**src/rtl/ci_pkg.sv**
```systemverilog
// Shared types for the custom-instruction initiator.
// Provides FSM state encoding and default data width.
package ci_pkg;

  localparam int CI_DATA_W = 32;

  typedef enum logic [2:0] {
    CI_IDLE,
    CI_START,
    CI_WAIT,
    CI_RESP,
    CI_ABORT
  } ci_state_t;

endpackage

```
**src/rtl/ci_watchdog.sv**
```systemverilog
// Clearable enabled counter with terminal-count flag.
// Ports: clk, reset, clr, en in; tc out (count == TIMEOUT_CYCLES-1).
module ci_watchdog #(
  parameter int TIMEOUT_CYCLES = 1024
) (
  input  logic clk,
  input  logic reset,
  input  logic clr,
  input  logic en,
  output logic tc
);

  localparam int CW = $clog2(TIMEOUT_CYCLES) + 1;

  logic [CW-1:0] cnt_q;

  always_ff @(posedge clk) begin
    if (reset || clr)
      cnt_q <= '0;
    else if (en)
      cnt_q <= cnt_q + 1'b1;
  end

  assign tc = (cnt_q == CW'(TIMEOUT_CYCLES - 1));

endmodule

```
**src/rtl/ci_initiator.sv**
```systemverilog
// Valid/ready front end driving a multi-cycle CI slave, with watchdog abort.
// Ports: req_*/rsp_* handshakes, hold stall, ci_* slave side, busy status.
module ci_initiator
  import ci_pkg::*;
#(
  parameter int DATA_W         = CI_DATA_W,
  parameter int TIMEOUT_CYCLES = 1024
) (
  input  logic              clk,
  input  logic              reset,
  input  logic              hold,
  input  logic              req_valid,
  output logic              req_ready,
  input  logic [DATA_W-1:0] req_a,
  input  logic [DATA_W-1:0] req_b,
  output logic              rsp_valid,
  input  logic              rsp_ready,
  output logic [DATA_W-1:0] rsp_result,
  output logic              rsp_timeout,
  output logic              busy,
  output logic              ci_clk_en,
  output logic              ci_reset,
  output logic              ci_start,
  output logic [DATA_W-1:0] ci_dataa,
  output logic [DATA_W-1:0] ci_datab,
  input  logic              ci_done,
  input  logic [DATA_W-1:0] ci_result
);

  ci_state_t state_q, state_d;
  logic abort_q;
  logic ld_req, ld_rsp;
  logic wd_clr, wd_en, wd_tc;

  ci_watchdog #(
    .TIMEOUT_CYCLES(TIMEOUT_CYCLES)
  ) u_wd (
    .clk  (clk),
    .reset(reset),
    .clr  (wd_clr),
    .en   (wd_en),
    .tc   (wd_tc)
  );

  assign ci_clk_en = ~hold;
  assign ci_reset  = reset | abort_q;
  assign busy      = (state_q != CI_IDLE);

  always_comb begin
    state_d   = state_q;
    req_ready = 1'b0;
    rsp_valid = 1'b0;
    ci_start  = 1'b0;
    ld_req    = 1'b0;
    ld_rsp    = 1'b0;
    wd_clr    = 1'b0;
    wd_en     = 1'b0;
    unique case (state_q)
      CI_IDLE: begin
        req_ready = 1'b1;
        if (req_valid) begin
          ld_req  = 1'b1;
          state_d = CI_START;
        end
      end
      CI_START: begin
        // Start stays high across hold; the slave
        // ignores it while its clk_en is low.
        ci_start = 1'b1;
        if (!hold) begin
          wd_clr  = 1'b1;
          state_d = CI_WAIT;
        end
      end
      CI_WAIT: begin
        // Done is only meaningful on enabled cycles;
        // done wins over a coincident terminal count.
        if (!hold) begin
          if (ci_done) begin
            ld_rsp  = 1'b1;
            state_d = CI_RESP;
          end else if (wd_tc) begin
            state_d = CI_ABORT;
          end else begin
            wd_en = 1'b1;
          end
        end
      end
      CI_ABORT: state_d = CI_RESP;
      CI_RESP: begin
        rsp_valid = 1'b1;
        if (rsp_ready)
          state_d = CI_IDLE;
      end
      default: state_d = CI_IDLE;
    endcase
  end

  always_ff @(posedge clk) begin
    if (reset) begin
      state_q     <= CI_IDLE;
      abort_q     <= 1'b0;
      rsp_result  <= '0;
      rsp_timeout <= 1'b0;
      ci_dataa    <= '0;
      ci_datab    <= '0;
    end else begin
      state_q <= state_d;
      abort_q <= (state_d == CI_ABORT);
      if (ld_req) begin
        ci_dataa <= req_a;
        ci_datab <= req_b;
      end
      if (ld_rsp) begin
        rsp_result  <= ci_result;
        rsp_timeout <= 1'b0;
      end else if (state_q == CI_ABORT) begin
        rsp_result  <= '0;
        rsp_timeout <= 1'b1;
      end
    end
  end

endmodule

```
**config.mk**
```make
export PLATFORM = sky130hd
export DESIGN_NAME = ci_initiator
export DESIGN_NICKNAME = d
export VERILOG_FILES = /design/src/rtl/ci_pkg.sv /design/src/rtl/ci_watchdog.sv /design/src/rtl/ci_initiator.sv
export SDC_FILE = /design/constraint.sdc
export NUM_CORES = 1
export LEC_CHECK = 0
export ABC_AREA = 1
export BUFFER_PORTS_ARGS = -buffer_cell sky130_fd_sc_hd__buf_2
export CORE_UTILIZATION = 50
export DETAILED_ROUTE_END_ITERATION = 6
export PLACE_DENSITY = 0.91
export SYNTH_ARGS = -nofsm -noshare
export SYNTH_HDL_FRONTEND = slang
export SYNTH_SLANG_ARGS = --single-unit
```
**constraint.sdc**
```tcl
create_clock -name clk -period 2.11 [get_ports clk]
set_input_delay 0.1055 -clock clk [delete_from_list [all_inputs] [get_ports clk]]
set_output_delay 0.1055 -clock clk [all_outputs]
set_load 0.01 [all_outputs]
```
### Word level (Yosys, flattened, before mapping)

Cells that the tools add are included.

| word-level totals | value |
|---|---|
| bits in registers | 112 |
| input bits | 102 |
| output and inout bits | 103 |
| logic and storage cells | 44 |

| cells by class | value |
|---|---|
| add/subtract/negate cells | 1 |
| eq/ne operators | 6 |
| multiplexer cells | 23 |
| bitwise operators | 2 |
| reduce and logical (&&, ||, !) cells | 5 |

Operators by type and width:

| kind | count |
|---|---|
| $mux W32 | 2 |
| $mux W3 | 6 |
| $pmux W3 S5 | 1 |
| $mux W1 | 14 |
| $add A11 B1 Y11 const B | 1 |
| $eq A11 B10 Y1 const B | 1 |
| $eq A3 B2 Y1 const B | 2 |
| $eq A3 B3 Y1 const B | 2 |
| $eq A3 B1 Y1 const B | 1 |
| $logic_not A3 Y1 | 1 |
| $reduce_bool A3 Y1 | 1 |
| $reduce_bool A2 Y1 | 1 |
| $reduce_or A2 Y1 | 1 |
| $logic_or A1 B1 Y1 | 1 |
| $not A1 Y1 | 1 |
| $or A1 B1 Y1 | 1 |

### Longest topological paths before layout

Gate-level depths: netlist of the first run.

| depth | value |
|---|---|
| word-level depth | 6 |
| depth in mapped cells | 10 |
| mapped depth without buffers | 9 |

### Hierarchy

A second synthesis of the first run with hierarchy kept.

| second synthesis, totals | value |
|---|---|
| cells, all modules | 546 |
| area, all modules | 4347.9 sq um |

By module, submodules not included:

| module | instances | cells each | area each (sq um) | sequential area each (sq um) |
|---|---|---|---|---|
| ci_initiator | 1 | 473 | 3821.2 | 2021.9 |
| ci_watchdog | 1 | 73 | 526.8 | 220.2 |

### Worst setup path after synthesis of the first run

OpenSTA, ideal clock, no wires.

| timing | value |
|---|---|
| path type | register to register |
| from | register u_wd.cnt_q[0] |
| to | register u_wd.cnt_q[6] |
| setup time | 121 ps |
| arrival | 1324 ps |
| data required time | 1989 ps |
| setup slack | 666 ps |
| stages on the path, launching flop included | 10 |
| buffers on the path | 1 |
| period minus slack after synthesis | 1444 ps |
| cells stage by stage | dfxtp_1 > ha_1 > inv_1 > nor2_4 > nand3_1 > nand2_1 > buf_6 > clkinv_4 > o21ai_1 > a21oi_1 |

| on the way | value |
|---|---|
| longest elaborated chain between the ends | 5 |
| elaborated cells between the ends (all ways) | 6 |
| those cells by class | add/sub (1); eq/ne (1); mux (4) |

RTL lines:

| what | RTL line | text |
|---|---|---|
| start: declaration | ci_watchdog.sv:15 | `logic [CW-1:0] cnt_q;` |
| start signal: assignment | ci_watchdog.sv:21 | `cnt_q <= cnt_q + 1'b1;` |
| $eq A11 B10 Y1 | ci_watchdog.sv:24 | `assign tc = (cnt_q == CW'(TIMEOUT_CYCLES - 1));` |
| $mux W1 | ci_initiator.sv:82 | `end else if (wd_tc) begin` |
| $mux W1 | ci_initiator.sv:79 | `if (ci_done) begin` |
| $mux W1 | ci_initiator.sv:78 | `if (!hold) begin` |
| $mux W1 | ci_initiator.sv:58 | `unique case (state_q)` |

Parallel ways exist; a longest one is shown, timed or not.
A chain may end at the register's enable or synchronous reset.

### Worst setup path after layout of the first run

Same ends and word-level chain as after synthesis.

==> impl_metrics.py, run 1 <==
metrics = {
    "global_routing": {
        "grt_pass1_wl_um": 20300,
        "grt_use_total": 0.290,
        "grt-ovfl-total": 0,
        "grt_max_degree": 65,
        "grt_pass1_vias": 4435,
        "antenna_found_initial": 0,
    },
    "yosys": {
        "ys_types": 28,
        "yosysMostFrequentCell": "nand2_1",
        "synth_mux_area_frac": 0,
        "async_flop_share": 0,
        "yosys.area.top_type": "dfxtp_1",
        "yosys-top-cells-count": "nand2_1 (132), dfxtp_1 (112), a21oi_1 (104)",
        "yosys-top-cells-area": "dfxtp_1 (52%), a21oi_1 (12%), nand3_1 (12%), nand2_1 (11%), buf_4 (2.1%)",
        "postSynthCellCount": 553,
        "synth_edf_count": 0,
        "yosysSeqAreaShare": 0.520,
        "synth_xor_area_frac": 0.00610,
        "synthAdderAreaFrac": 0.00290,
        "ys_ff_latch": 112,
        "synth_simple_gate_area_share": 0.274,
        "synth_fp_nets": 656,
        "ys.flop_type": "dfxtp_1",
        "synth_top_family_by_area": "simple AND/OR/NAND/NOR gates",
        "synth_top_cell_area_share": 0.520,
        "yosysWarnings": 0,
        "syn_area_um2": 4310,
        "synth_compound_area_frac": 0.131,
        "avgSynthCellArea_um2": 7.79,
    },
    "critical_path": {
        "cp_data_required_time_ps": 2360,
        "critPathMaxFanout": 11,
        "crit_chain": "ha_1, inv_1, nor2_4, nand3_1, nand2_1, clkinv_4, o21ai_1, a21oi_1",
        "start_kind": "flop",
        "path_class": "reg2reg",
        "end_kind": "flop",
        "cp_top_family": "simple AND/OR/NAND/NOR gates",
        "arrival_ps": 2050,
        "crit_buf_inv": 2,
        "crit_path_top_delay_cell": "dfxtp_1",
        "slowest_delay_ps": 430,
    },
    "sta": {
        "skew_ps": 17.9,
        "relSlewSlack": 0.573,
        "fin_ws_ps": 307,
        "fin_crit_sh": 0.854,
        "slew_violations": 0,
        "setup-tns-final_ps": 0,
        "fmax_mhz": 555,
        "rsz0062_at_grt": "false",
        "worst_pin_slew_ps": 641,
        "finalCriticalPeriod_ps": 1800,
        "final_hold_viol_count": 0,
        "setup_viol": 0,
    },
    "placed_design": {
        "port_buffers": 204,
        "dpl.hpwl_um": 8080,
        "pre_cts_ws_ps": 304,
        "gp_congestion": 0.932,
    },
    "power_and_ir_drop": {
        "p_leak_uw": 0.00275,
        "power_density_nw_per_um2": 701,
        "power.total_uw": 4280,
        "ir_drop_mv": 0.455,
    },
    "detailed_routing": {
        "first_pass_iters": 6,
        "routedWlPerCell_um": 15.2,
        "wl_um": 13700,
        "vias": 4916,
        "drt_iter0_drc": 260,
        "ant_nets": 0,
        "drt-vias-per-instance": 5.44,
        "drc": 0,
    },
    "cts": {
        "cts_resized": 0,
        "clock_latency_ps": 370,
        "htreeDepth": 3,
        "cts_root_buf": "clkbuf_8",
        "clk_path_buf_depth": 2,
        "clk_pin_slew_ps": 120,
        "postCtsSetupBuffers": 0,
        "cts_buffers": 9,
        "cts_tree": "yes",
        "clock_sinks": 112,
    },
    "finish": {
        "n_antenna_cell": 0,
        "final_nets": 896,
        "area_growth_pct": 41.8,
        "post-route-util": 0.740,
        "drive_gt1_frac": 0.299,
    },
    "floorplanning": {
        "core_area_um2": 8260,
        "start_util": 0.522,
        "fp-row-count": 33,
        "ioPinCount": 205,
        "dieArea_um2": 8990,
        "chipWidth_um": 94.8,
        "die_h_um": 94.8,
    },
    "flow_run": {
        "max_cap_violations": 0,
    },
    "run_status": {
        "status": "finished clean",
    },
    "min_path": {
        "hold_path_class": "in2reg",
    },
}
## layout make-up
cell class | instances | area (um^2)
clock buffer | 11 | 141
clock inverter | 5 | 46.3
fill | 573 | 2150
inverter | 16 | 65.1
multi-input combinational | 383 | 1790
sequential | 112 | 2240
tap | 105 | 131
timing repair buffer | 271 | 1700
## layout by cell type, fill, tap and decap left out, types with 4 or more instances in the layout
cell	Yosys	final
dlygate4sd3_1	0	59
buf_2	5	204
nor2_1	17	17
dfxtp_1	112	112
nand3_1	103	103
nand2_1	132	131
nor3_1	4	4
a21oi_1	104	104
inv_1	12	12
clkbuf_8	0	10
buf_4	12	6
## sequential cells by signal (all words and copies together), names as in the netlist
| signal | cells |
|---|---|
| ci_datab | 32 |
| abort_q | 1 |
| rsp_result | 32 |
| u_wd.cnt_q | 11 |
| rsp_timeout | 1 |
| ci_dataa | 32 |
| state_q | 3 |
## worst reg2reg max path: stages (launching register included)
cell and delay [ps]:
dfxtp_1 430, ha_1 260, inv_1 90, nor2_4 150
nand3_1 110, nand2_1 350, clkinv_4 140, o21ai_1 100
a21oi_1 70
## power by group
group	switching [uW]	leakage, uW	internal (uW)
Sequential	61.4	0.000913	2220
Clock	748	0.0000968	488
Combinational	427	0.00174	334
## layer usage
| layer | vias up | part of all wire | global-route usage |
|---|---|---|---|
| li1 | 2329 | - | - |
| met1 | 2265 | 0.37 | 0.317 |
| met2 | 266 | 0.53 | 0.533 |
| met3 | 56 | 0.062 | 0.0515 |
| met4 | 0 | 0.040 | 0.148 |
| met5 | - | 0 | 0 |
## final timing paths
| path | from | end | slack [ps] | depth (start not counted) |
|---|---|---|---|---|
| worst min register to register | u_wd.cnt_q[10] | u_wd.cnt_q[10] | 440 | 2 |
| worst min-delay path | req_b[3] | ci_datab[3] | 10 | 3 |
| worst max-delay path | u_wd.cnt_q[0] | u_wd.cnt_q[6] | 310 | 8 |
| worst max register to register | u_wd.cnt_q[0] | u_wd.cnt_q[6] | 310 | 8 |
## metrics by stage
step / instance area, um^2 / instances / hold slack (ps)
global placement: 5330 / 828 / 328
global route: 6110 / 903 / 2.53
CTS: 6100 / 902 / 1.57
finish: 6110 / 903 / 11.4
floorplan: 4310 / 553 / 184
detailed placement: 5330 / 828 / 332
## timing repair
action | CTS | global route
hold buffers | 58 | 1
setup endpoints to repair | 0 | 0
endpoints found under the hold margin | 59 | 1
## logic make-up after synthesis
| family | after synthesis |
|---|---|
| AOI/OAI and AO/OA | 111 |
| xor gates and xnor gates | 3 |
| adders and majority gates | 1 |
| buffers and inverters | 58 |
| DFF | 112 |
| and+or+nand+nor | 268 |
No activity file was read; power rests on OpenSTA's default activity.
==> run 2, diff against run 1 <==
--- a/config.mk
+++ b/config.mk
@@ -10,6 +10,7 @@
 export CORE_UTILIZATION = 50
 export DETAILED_ROUTE_END_ITERATION = 6
 export PLACE_DENSITY = 0.91
+export RECOVER_POWER = 50
 export SYNTH_ARGS = -nofsm -noshare
 export SYNTH_HDL_FRONTEND = slang
 export SYNTH_SLANG_ARGS = --single-unit
==> impl_metrics.py, run 2 (synthesized netlist as in run 1, its figures left out) <==
metrics = {
    "detailed_routing": {
        "first_pass_iters": 5,
        "vias": 4920,
        "ant_nets": 0,
        "routedWlPerCell_um": 15.2,
        "drc": 0,
        "drt_iter0_drc": 292,
        "wl_um": 13700,
        "drt-vias-per-instance": 5.45,
    },
    "sta": {
        "finalCriticalPeriod_ps": 1830,
        "setup-tns-final_ps": 0,
        "fin_crit_sh": 0.867,
        "setup_viol": 0,
        "fmax_mhz": 547,
        "final_hold_viol_count": 0,
        "slew_violations": 0,
        "relSlewSlack": 0.554,
        "skew_ps": 17.5,
        "rsz0062_at_grt": "false",
        "fin_ws_ps": 281,
        "worst_pin_slew_ps": 669,
    },
    "placed_design": {
        "dpl.hpwl_um": 8080,
        "gp_congestion": 0.932,
        "pre_cts_ws_ps": 304,
        "port_buffers": 204,
    },
    "global_routing": {
        "grt_pass1_vias": 4435,
        "grt_max_degree": 65,
        "grt_pass1_wl_um": 20300,
        "antenna_found_initial": 0,
        "grt_use_total": 0.290,
        "grt-ovfl-total": 0,
    },
    "finish": {
        "n_antenna_cell": 0,
        "area_growth_pct": 38.8,
        "final_nets": 896,
        "nFillCells": 643,
        "largest_registers": "ci_dataa: 32 flops, ci_datab: 32 flops, rsp_result: 32 flops",
        "final_cell_mix": "nand2_1 (131), dfxtp_1 (112), buf_2 (105)",
        "drive_gt1_frac": 0.174,
        "final_common_cell": "nand2_1",
    },
    "cts": {
        "cts_resized": 0,
        "clock_latency_ps": 370,
        "clock_sinks": 112,
        "cts_buffers": 9,
        "cts_root_buf": "clkbuf_8",
        "clk_path_buf_depth": 2,
        "clk_pin_slew_ps": 120,
        "cts_tree": "yes",
        "postCtsSetupBuffers": 0,
        "hold_buffers": 58,
        "htreeDepth": 3,
    },
    "floorplanning": {
        "dieArea_um2": 8990,
        "chipWidth_um": 94.8,
        "core_area_um2": 8260,
        "ioPinCount": 205,
        "die_h_um": 94.8,
        "start_util": 0.522,
        "fp-row-count": 33,
    },
    "critical_path": {
        "end_kind": "primary output",
        "start_kind": "flop",
        "startpoint": "state_q[2]",
        "critPathMaxFanout": 39,
        "path_class": "reg2out",
        "cp_data_required_time_ps": 2000,
        "arrival_ps": 1720,
        "r2r_start": "u_wd.cnt_q[0]",
    },
    "run_status": {
        "status": "finished clean",
    },
    "power_and_ir_drop": {
        "p_leak_uw": 0.00234,
        "power.total_uw": 4260,
        "ir_drop_mv": 0.456,
        "power_density_nw_per_um2": 711,
    },
    "flow_run": {
        "max_cap_violations": 0,
    },
    "min_path": {
        "hold_path_class": "in2reg",
        "hold_start": "req_b[25]",
    },
}
-- run 2: final cells by class --
type,count,area (um^2),share of cell area
Multi-Input combinational cell,383,1790,0.299
Timing Repair Buffer,271,1570,0.262
Clock buffer,11,141,0.0236
Tap cell,105,131,0.0220
Inverter,16,65.1,0.0109
Clock inverter,5,46.3,0.00774
Sequential cell,112,2240,0.375
-- run 2: path summary, 6_finish.rpt --
| check | endpoint | slack (ps) | cells after the start |
|---|---|---|---|
| max | req_ready | 280 | 5 |
| min | ci_datab[25] | 10 | 3 |
| max reg2reg | u_wd.cnt_q[6] | 310 | 8 |
| min reg2reg | u_wd.cnt_q[10] | 450 | 2 |
-- run 2: layer usage --
| layer | track usage | routed length, um |
|---|---|---|
| met3 | 0.0515 | 834 |
| met5 | 0 | 0 |
| met2 | 0.533 | 7210 |
| met4 | 0.148 | 541 |
| met1 | 0.317 | 5130 |
-- run 2: metrics by stage --
stage / util / hold WS (ps) / std cells / area, um^2
after global placement: 0.646 / 328 / 828 / 5330
after CTS: 0.739 / 1.57 / 902 / 6100
after detailed placement: 0.646 / 332 / 828 / 5330
after floorplan: - / 184 / 553 / 4310
final: 0.724 / 11.6 / 903 / 5980
after global routing: 0.724 / 2.53 / 903 / 5980
-- run 2: critical path, stage by stage (launching register included) --
cell	delay, ps
dfxtp_1	380
nor2_2	180
nand2_1	100
inv_1	120
buf_4	360
buf_2	200
-- run 2: report_power, final --
part | switching (uW) | internal, uW | total, uW
combinational | 426 | 304 | 730
sequential | 64.9 | 2220 | 2290
clock | 750 | 488 | 1240
